## src/rtl/fg_prog_sequencer_pkg.sv

```systemverilog
// fg_prog_pkg: shared types for the floating-gate programming sequencer.
// Holds field widths, mode/status/state enums and the latched command bundle.
package fg_prog_pkg;

    localparam int ISLAND_BITS = 1;
    localparam int ROW_BITS    = 6;
    localparam int COL_BITS    = 6;
    localparam int PULSE_W     = 16;
    localparam int COUNT_W     = 8;

    typedef enum logic [1:0] {
        MODE_INJ  = 2'b00,
        MODE_TUN  = 2'b01,
        MODE_MEAS = 2'b10,
        MODE_ILL  = 2'b11
    } mode_e;

    typedef enum logic [1:0] {
        ST_OK      = 2'b00,
        ST_ABORT   = 2'b01,
        ST_ILLEGAL = 2'b10
    } status_e;

    typedef enum logic [2:0] {
        S_IDLE,
        S_SETUP,
        S_SETTLE,
        S_PULSE,
        S_RECOVER,
        S_RESP,
        S_DRAIN
    } state_e;

    typedef struct packed {
        logic [ISLAND_BITS-1:0] island;
        logic [ROW_BITS-1:0]    row;
        logic [COL_BITS-1:0]    col;
        mode_e                  mode;
        logic [PULSE_W-1:0]     len;
        logic [COUNT_W-1:0]     cnt;
    } cmd_t;

    // Zero-length pulses are only meaningful for measure windows.
    function automatic logic cmd_illegal(cmd_t c);
        return (c.mode == MODE_ILL) ||
               ((c.mode != MODE_MEAS) && (c.len == '0));
    endfunction

endpackage

```

## src/rtl/fg_prog_sequencer_if.sv

```systemverilog
// fg_prog_sequencer_if: host command/response handshake bundle.
// master = host (drives cmd_*, abort, rsp_ready); slave = sequencer.
interface fg_prog_sequencer_if;
    import fg_prog_pkg::*;

    logic                   cmd_valid;
    logic                   cmd_ready;
    logic [ISLAND_BITS-1:0] cmd_island;
    logic [ROW_BITS-1:0]    cmd_row;
    logic [COL_BITS-1:0]    cmd_col;
    logic [1:0]             cmd_mode;
    logic [PULSE_W-1:0]     cmd_pulse_len;
    logic [COUNT_W-1:0]     cmd_pulse_cnt;
    logic                   abort;
    logic                   rsp_valid;
    logic                   rsp_ready;
    logic [1:0]             rsp_status;
    logic [COUNT_W-1:0]     rsp_pulses;

    modport master (
        output cmd_valid, cmd_island, cmd_row, cmd_col,
        output cmd_mode, cmd_pulse_len, cmd_pulse_cnt,
        output abort, rsp_ready,
        input  cmd_ready, rsp_valid, rsp_status, rsp_pulses
    );

    modport slave (
        input  cmd_valid, cmd_island, cmd_row, cmd_col,
        input  cmd_mode, cmd_pulse_len, cmd_pulse_cnt,
        input  abort, rsp_ready,
        output cmd_ready, rsp_valid, rsp_status, rsp_pulses
    );

endinterface

```

## src/rtl/fg_prog_sequencer_timer.sv

```systemverilog
// fg_prog_timer: loadable down-counter; done while the count is zero.
// Ports: clk, rst, load, load_val (interval-1), done.
module fg_prog_timer #(
    parameter int W = 16
) (
    input  logic         clk,
    input  logic         rst,
    input  logic         load,
    input  logic [W-1:0] load_val,
    output logic         done
);

    logic [W-1:0] cnt;

    always_ff @(posedge clk or posedge rst) begin
        if (rst) begin
            cnt <= '0;
        end else if (load) begin
            cnt <= load_val;
        end else if (cnt != '0) begin
            cnt <= cnt - 1'b1;
        end
    end

    assign done = (cnt == '0);

endmodule

```

## src/rtl/fg_prog_sequencer.sv

```systemverilog
// fg_prog_sequencer: FPAA floating-gate programming sequencer.
// Ports: clk, rst, bus (cmd/rsp handshake, abort), decoder addresses,
// decode_en, prog_mode, drain_sel_en, vinj/vtun strobes, meas_en, busy.
module fg_prog_sequencer
    import fg_prog_pkg::*;
#(
    parameter int SETTLE_CYCLES  = 16,
    parameter int RECOVER_CYCLES = 8
) (
    input  logic                   clk,
    input  logic                   rst,
    fg_prog_sequencer_if.slave     bus,
    output logic [ISLAND_BITS-1:0] island_sel,
    output logic [ROW_BITS-1:0]    row_addr,
    output logic [COL_BITS-1:0]    col_addr,
    output logic                   decode_en,
    output logic                   prog_mode,
    output logic                   drain_sel_en,
    output logic                   vinj_pulse,
    output logic                   vtun_pulse,
    output logic                   meas_en,
    output logic                   busy
);

    localparam logic [PULSE_W-1:0] SETTLE_LD =
        PULSE_W'(SETTLE_CYCLES - 1);
    localparam logic [PULSE_W-1:0] REC_LD =
        PULSE_W'(RECOVER_CYCLES - 1);

    state_e             state;
    cmd_t               cmd;
    cmd_t               cmd_in;
    logic [COUNT_W-1:0] pulses;
    logic               tmr_load;
    logic [PULSE_W-1:0] tmr_val;
    logic               tmr_done;
    logic [PULSE_W-1:0] len_ld;
    logic               accept;

    assign accept = bus.cmd_valid && bus.cmd_ready;
    assign busy   = (state != S_IDLE);

    always_comb begin
        cmd_in        = '0;
        cmd_in.island = bus.cmd_island;
        cmd_in.row    = bus.cmd_row;
        cmd_in.col    = bus.cmd_col;
        cmd_in.mode   = mode_e'(bus.cmd_mode);
        cmd_in.len    = bus.cmd_pulse_len;
        cmd_in.cnt    = bus.cmd_pulse_cnt;
    end

    // Measure windows of length 0 are clamped to a single cycle.
    assign len_ld = (cmd.len == '0) ? '0 : cmd.len - 1'b1;

    // Timer reload on every interval boundary; it free-runs otherwise.
    always_comb begin
        tmr_load = 1'b0;
        tmr_val  = REC_LD;
        unique case (state)
            S_SETUP: begin
                tmr_load = 1'b1;
                tmr_val  = bus.abort ? REC_LD : SETTLE_LD;
            end
            S_SETTLE: begin
                if (bus.abort) begin
                    tmr_load = 1'b1;
                end else if (tmr_done && cmd.cnt != '0) begin
                    tmr_load = 1'b1;
                    tmr_val  = len_ld;
                end
            end
            S_PULSE: begin
                tmr_load = bus.abort || tmr_done;
            end
            S_RECOVER: begin
                if (bus.abort) begin
                    tmr_load = 1'b1;
                end else if (tmr_done && pulses != cmd.cnt) begin
                    tmr_load = 1'b1;
                    tmr_val  = len_ld;
                end
            end
            default: ;
        endcase
    end

    fg_prog_timer #(.W(PULSE_W)) u_timer (
        .clk      (clk),
        .rst      (rst),
        .load     (tmr_load),
        .load_val (tmr_val),
        .done     (tmr_done)
    );

    always_ff @(posedge clk or posedge rst) begin
        if (rst) begin
            state          <= S_IDLE;
            cmd            <= '0;
            pulses         <= '0;
            bus.cmd_ready  <= 1'b0;
            bus.rsp_valid  <= 1'b0;
            bus.rsp_status <= 2'b00;
            bus.rsp_pulses <= '0;
            island_sel     <= '0;
            row_addr       <= '0;
            col_addr       <= '0;
            decode_en      <= 1'b0;
            prog_mode      <= 1'b0;
            drain_sel_en   <= 1'b0;
            vinj_pulse     <= 1'b0;
            vtun_pulse     <= 1'b0;
            meas_en        <= 1'b0;
        end else begin
            unique case (state)
                S_IDLE: begin
                    bus.cmd_ready <= 1'b1;
                    if (accept) begin
                        bus.cmd_ready <= 1'b0;
                        cmd           <= cmd_in;
                        pulses        <= '0;
                        if (cmd_illegal(cmd_in)) begin
                            state          <= S_RESP;
                            bus.rsp_valid  <= 1'b1;
                            bus.rsp_status <= ST_ILLEGAL;
                            bus.rsp_pulses <= '0;
                        end else begin
                            state        <= S_SETUP;
                            island_sel   <= cmd_in.island;
                            row_addr     <= cmd_in.row;
                            col_addr     <= cmd_in.col;
                            decode_en    <= 1'b1;
                            prog_mode    <= 1'b1;
                            drain_sel_en <= (cmd_in.mode != MODE_TUN);
                        end
                    end
                end
                S_SETUP: begin
                    state <= bus.abort ? S_DRAIN : S_SETTLE;
                end
                S_SETTLE: begin
                    if (bus.abort) begin
                        state <= S_DRAIN;
                    end else if (tmr_done) begin
                        if (cmd.cnt == '0) begin
                            state          <= S_RESP;
                            bus.rsp_valid  <= 1'b1;
                            bus.rsp_status <= ST_OK;
                            bus.rsp_pulses <= pulses;
                            decode_en      <= 1'b0;
                            prog_mode      <= 1'b0;
                            drain_sel_en   <= 1'b0;
                        end else begin
                            state      <= S_PULSE;
                            vinj_pulse <= (cmd.mode == MODE_INJ);
                            vtun_pulse <= (cmd.mode == MODE_TUN);
                            meas_en    <= (cmd.mode == MODE_MEAS);
                        end
                    end
                end
                S_PULSE: begin
                    if (bus.abort || tmr_done) begin
                        vinj_pulse <= 1'b0;
                        vtun_pulse <= 1'b0;
                        meas_en    <= 1'b0;
                    end
                    // A truncated pulse is not counted.
                    if (bus.abort) begin
                        state <= S_DRAIN;
                    end else if (tmr_done) begin
                        state  <= S_RECOVER;
                        pulses <= pulses + 1'b1;
                    end
                end
                S_RECOVER: begin
                    if (bus.abort) begin
                        state <= S_DRAIN;
                    end else if (tmr_done) begin
                        if (pulses == cmd.cnt) begin
                            state          <= S_RESP;
                            bus.rsp_valid  <= 1'b1;
                            bus.rsp_status <= ST_OK;
                            bus.rsp_pulses <= pulses;
                            decode_en      <= 1'b0;
                            prog_mode      <= 1'b0;
                            drain_sel_en   <= 1'b0;
                        end else begin
                            state      <= S_PULSE;
                            vinj_pulse <= (cmd.mode == MODE_INJ);
                            vtun_pulse <= (cmd.mode == MODE_TUN);
                            meas_en    <= (cmd.mode == MODE_MEAS);
                        end
                    end
                end
                S_DRAIN: begin
                    if (tmr_done) begin
                        state          <= S_RESP;
                        bus.rsp_valid  <= 1'b1;
                        bus.rsp_status <= ST_ABORT;
                        bus.rsp_pulses <= pulses;
                        decode_en      <= 1'b0;
                        prog_mode      <= 1'b0;
                        drain_sel_en   <= 1'b0;
                    end
                end
                S_RESP: begin
                    if (bus.rsp_ready) begin
                        state         <= S_IDLE;
                        bus.rsp_valid <= 1'b0;
                        bus.cmd_ready <= 1'b1;
                    end
                end
                default: begin
                    state <= S_IDLE;
                end
            endcase
        end
    end

endmodule

```

## src/flat_wrapper.sv

```systemverilog
// flat-port wrapper written by rule: the top's interface ports become plain ports
module fg_prog_sequencer_flat import fg_prog_pkg::*;
#(
    parameter int SETTLE_CYCLES  = 16,
    parameter int RECOVER_CYCLES = 8
)
  (clk, rst, island_sel, row_addr, col_addr, decode_en, prog_mode, drain_sel_en, vinj_pulse, vtun_pulse, meas_en, busy, bus_cmd_valid, bus_cmd_island, bus_cmd_row, bus_cmd_col, bus_cmd_mode, bus_cmd_pulse_len, bus_cmd_pulse_cnt, bus_abort, bus_rsp_ready, bus_cmd_ready, bus_rsp_valid, bus_rsp_status, bus_rsp_pulses);
  fg_prog_sequencer_if bus_i ();
  input  logic clk;
  input  logic rst;
  output logic [ISLAND_BITS-1:0] island_sel;
  output logic [ROW_BITS-1:0] row_addr;
  output logic [COL_BITS-1:0] col_addr;
  output logic decode_en;
  output logic prog_mode;
  output logic drain_sel_en;
  output logic vinj_pulse;
  output logic vtun_pulse;
  output logic meas_en;
  output logic busy;
  input wire logic [$bits(bus_i.cmd_valid)-1:0] bus_cmd_valid;
  input wire logic [$bits(bus_i.cmd_island)-1:0] bus_cmd_island;
  input wire logic [$bits(bus_i.cmd_row)-1:0] bus_cmd_row;
  input wire logic [$bits(bus_i.cmd_col)-1:0] bus_cmd_col;
  input wire logic [$bits(bus_i.cmd_mode)-1:0] bus_cmd_mode;
  input wire logic [$bits(bus_i.cmd_pulse_len)-1:0] bus_cmd_pulse_len;
  input wire logic [$bits(bus_i.cmd_pulse_cnt)-1:0] bus_cmd_pulse_cnt;
  input wire logic [$bits(bus_i.abort)-1:0] bus_abort;
  input wire logic [$bits(bus_i.rsp_ready)-1:0] bus_rsp_ready;
  output wire logic [$bits(bus_i.cmd_ready)-1:0] bus_cmd_ready;
  output wire logic [$bits(bus_i.rsp_valid)-1:0] bus_rsp_valid;
  output wire logic [$bits(bus_i.rsp_status)-1:0] bus_rsp_status;
  output wire logic [$bits(bus_i.rsp_pulses)-1:0] bus_rsp_pulses;
  assign bus_i.cmd_valid = bus_cmd_valid;
  assign bus_i.cmd_island = bus_cmd_island;
  assign bus_i.cmd_row = bus_cmd_row;
  assign bus_i.cmd_col = bus_cmd_col;
  assign bus_i.cmd_mode = bus_cmd_mode;
  assign bus_i.cmd_pulse_len = bus_cmd_pulse_len;
  assign bus_i.cmd_pulse_cnt = bus_cmd_pulse_cnt;
  assign bus_i.abort = bus_abort;
  assign bus_i.rsp_ready = bus_rsp_ready;
  assign bus_cmd_ready = bus_i.cmd_ready;
  assign bus_rsp_valid = bus_i.rsp_valid;
  assign bus_rsp_status = bus_i.rsp_status;
  assign bus_rsp_pulses = bus_i.rsp_pulses;
  fg_prog_sequencer #(.SETTLE_CYCLES(SETTLE_CYCLES), .RECOVER_CYCLES(RECOVER_CYCLES)) u_core (.clk(clk), .rst(rst), .bus(bus_i), .island_sel(island_sel), .row_addr(row_addr), .col_addr(col_addr), .decode_en(decode_en), .prog_mode(prog_mode), .drain_sel_en(drain_sel_en), .vinj_pulse(vinj_pulse), .vtun_pulse(vtun_pulse), .meas_en(meas_en), .busy(busy));
endmodule
```

## config.mk

```make
export PLATFORM = sky130hd
export DESIGN_NAME = fg_prog_sequencer_flat
export DESIGN_NICKNAME = d
export VERILOG_FILES = /design/src/rtl/fg_prog_sequencer_pkg.sv /design/src/rtl/fg_prog_sequencer_if.sv /design/src/rtl/fg_prog_sequencer_timer.sv /design/src/rtl/fg_prog_sequencer.sv /design/src/flat_wrapper.sv
export SDC_FILE = /design/constraint.sdc
export NUM_CORES = 1
export LEC_CHECK = 0
export ABC_AREA = 1
export CAP_MARGIN = 15
export CELL_PAD_IN_SITES_DETAIL_PLACEMENT = 0
export CELL_PAD_IN_SITES_GLOBAL_PLACEMENT = 1
export CORE_MARGIN = 3
export CORE_UTILIZATION = 39
export DETAILED_ROUTE_END_ITERATION = 8
export HOLD_SLACK_MARGIN = 0.08
export PLACE_DENSITY = 0.85
export REMOVE_ABC_BUFFERS = 1
export SYNTH_ARGS = -nofsm -noshare
export SYNTH_HDL_FRONTEND = slang
export SYNTH_SLANG_ARGS = --single-unit
```

## constraint.sdc

```tcl
create_clock -name clk -period 3.38 [get_ports clk]
set_input_delay 0.338 -clock clk [delete_from_list [all_inputs] [get_ports clk]]
set_output_delay 0.338 -clock clk [all_outputs]
set_load 0.02 [all_outputs]
```

==> impl_metrics.json <==
{
  "ir_worst_vdd_mv": 0.388,
  "grt_max_degree": 48,
  "fin_area_mm2": 0.00613,
  "period_needed_ns": 2.26,
  "placed_area_mm2": 0.00579,
  "fin_crit_sh": 0.670,
  "avgViaCountPerCell": 4.80,
  "synthCells": 665,
  "first_iter_violations": 221,
  "fin_skew_ns": 0.00956,
  "p_clk_frac": 0.203,
  "total_power_mw": 5.54,
  "fp.dieArea_mm2": 0.0139,
  "route.vias.total": 4370,
  "place_congestion": 0.903,
  "syn_area_per_cell_um2": 7.35,
  "p_seq_frac": 0.307,
  "yosysWarnings": 0,
  "synth_edf_count": 0,
  "status": "completed",
  "io_pins": 76,
  "grt_usage": 0.182,
  "drcViolationCount": 0,
  "antenna_left": 0,
  "worstPathArrival_ns": 2.48,
  "max_slew_margin": 0.562,
  "dr.pass1.iters": 5,
  "critical_path_required_ns": 3.60,
  "comb_power_share": 0.490,
  "p_per_area_mw_per_mm2": 904,
  "path_clk_slew_ns": 0.06,
  "power_leakage_nw": 2.93,
  "p_int_mw": 3.09,
  "cp-end-kind": "flop",
  "finalSetupViolCount": 0,
  "cts_setup_buffers": 0,
  "die_w_um": 118,
  "ys_ff_latch": 83,
  "yosysUniqueCellTypes": 38,
  "wl_per_cell_um": 13.5,
  "async_reset_ff_frac": 1.00,
  "nets": 787,
  "clkLatencyLatePin_ns": 0.33,
  "worst_pin_slew_ns": 0.656,
  "post_cts_resized": 0,
  "drv_cap": 0,
  "rsz0062_at_grt": "no",
  "stdcell_count": 911,
  "syn_area_mm2": 0.00489,
  "synth.top_cells.by_area": "dfrtp_1 (43%), nand2_1 (16%), inv_1 (5.2%)",
  "tns_ns": 0,
  "cts_tree": "yes",
  "hold_viol_final": 0,
  "totalWireLength_um": 12300,
  "setup.worst_path.start_class": "flop",
  "grt-ovfl-total": 0,
  "worstHoldPathType": "input port to async pin",
  "numCtsBuffers": 9,
  "core_area_mm2": 0.0121,
  "p_sw_mw": 2.45,
  "cts_buffer_depth": 2,
  "ys_top_cells_by_count": "nand2_1 (208), dfrtp_1 (83), inv_1 (68), nor2_1 (68), o21ai_0 (42)",
  "critPathKind": "flop to flop",
  "layout-drive-gt1-share": 0.102,
  "whs_ns": 0.408,
  "synth_area_leader_cell": "dfrtp_1",
  "finalWorstSetupSlack_ns": 1.12,
  "numClockSinks": 83,
  "synthFlopType": "dfrtp_1",
  "grt_pass1_vias": 4334,
  "swShare": 0.443,
  "grt_pass1_wl_um": 20900,
  "synth.top_cell.area_share": 0.425,
  "yosysMostFrequentCell": "nand2_1",
  "cts_hold_buf": 0,
  "die_h_um": 118,
  "place_hpwl_um": 9440,
  "portBuffers": 75,
  "slew_viol_final": 0,
  "place_inst": 896,
  "area_delta_synth_final_pct": 25.4,
  "start_util": 0.403,
  "crit_fanout": 21,
  "seq_area_frac_synth": 0.425,
  "max_freq_mhz": 442,
  "cts_root_buffer": "clkbuf_16",
  "cts_max_level": 3,
  "rows": 40,
  "pre_cts_slack_ns": 1.04,
  "antenna_found_initial": 0,
  "utilization": 0.506,
  "num_antenna_cells": 0
}
[cell type report]
class	instances	area [um^2]
Clock buffer	11	243
Clock inverter	4	98.8
Fill cell	1180	5980
Inverter	83	315
Multi-Input combinational cell	484	2400
Sequential cell	83	2080
Tap cell	168	210
Timing Repair Buffer	78	786
[cell families (layout without fill, tap and decap cells)]
| logic type | after synthesis | after routing | synth area share |
|---|---|---|---|
| DFF | 83 | 83 | 0.425 |
| AOI/OAI and AO/OA | 82 | 82 | 0.100 |
| xor gates and xnor gates | 24 | 24 | 0.0430 |
| adders and majority gates | 4 | 4 | 0.0102 |
| and+or+nand+nor | 374 | 374 | 0.337 |
| buffers and inverters | 98 | 176 | 0.0845 |
[path summary, 6_finish.rpt]
check	slack, ns	cells past startpoint	from	endpoint
worst max-delay path	1.12	11	u_core.u_timer.cnt[0]$_DFFE_PP0P_	u_core.bus.rsp_pulses[5]$_DFFE_PP0P_
worst min-delay path	0.41	2	rst	u_core.cmd[0]$_DFFE_PP0P_
worst max register to register	1.12	11	u_core.u_timer.cnt[0]$_DFFE_PP0P_	u_core.bus.rsp_pulses[5]$_DFFE_PP0P_
worst min register to register	0.48	2	u_core.drain_sel_en$_DFFE_PP0P_	u_core.drain_sel_en$_DFFE_PP0P_
max in group asynchronous	2.30	3	rst	u_core.u_timer.cnt[13]$_DFFE_PP0P_
min in group clk	0.48	2	u_core.drain_sel_en$_DFFE_PP0P_	u_core.drain_sel_en$_DFFE_PP0P_
[flip-flops by register name, summed over array words and instances, names as in the netlist]
name                   cells
u_core.decode_en           1
u_core.bus.rsp_status      2
u_core.vinj_pulse          1
u_core.pulses              8
u_core.drain_sel_en        1
u_core.row_addr            6
u_core.vtun_pulse          1
u_core.bus.rsp_pulses      8
u_core.col_addr            6
u_core.u_timer.cnt        16
u_core.island_sel          1
u_core.state               3
u_core.bus.cmd_ready       1
u_core.bus.rsp_valid       1
u_core.meas_en             1
u_core.cmd                26
[power by group through the flow]
stage | registers (mW) | logic [mW] | clock network (mW)
after floorplan | 1.80 | 1.76 | 0
after global placement | 1.70 | 2.66 | 0
after detailed placement | 1.70 | 2.70 | 0
after CTS | 1.70 | 2.72 | 1.14
after global routing | 1.75 | 3.08 | 1.19
final | 1.70 | 2.72 | 1.12
[critical path: stages (launching register included)]
cell and delay, ns:
dfrtp_1 0.39, inv_1 0.12, ha_1 0.20, nand2_1 0.11, nor3_4 0.27, nand2_4 0.13
o21ai_4 0.16, nand2_2 0.08, nor2_4 0.14, nand3_4 0.30, nand2_1 0.17, o21ai_2 0.06
[layout by cell type (no fill, tap or decap), types with 4 or more instances in the layout]
| cell | n |
|---|---|
| nand2_1 | 208 |
| dfrtp_1 | 83 |
| clkdlybuf4s50_1 | 75 |
| inv_1 | 67 |
| nor2_1 | 67 |
| o21ai_0 | 42 |
| nand3_1 | 37 |
| xor2_1 | 20 |
| nand4_1 | 18 |
| nand2_2 | 15 |
| inv_2 | 13 |
| nor3_1 | 13 |
| a21oi_1 | 12 |
| o21ai_2 | 10 |
| clkbuf_16 | 9 |
| nor2_2 | 5 |
| o21ai_1 | 5 |
| xnor2_1 | 4 |
| ha_1 | 4 |
[routing by layer]
layer  track usage  vias to the layer above  routed length (um)
met2         0.278                      124                5380
li1              -                     2251                   -
met5             0                        -                   0
met3        0.0432                       13                 855
met1         0.253                     1982                5830
met4        0.0667                        0                 202
(Power assumes the default switching activity.)
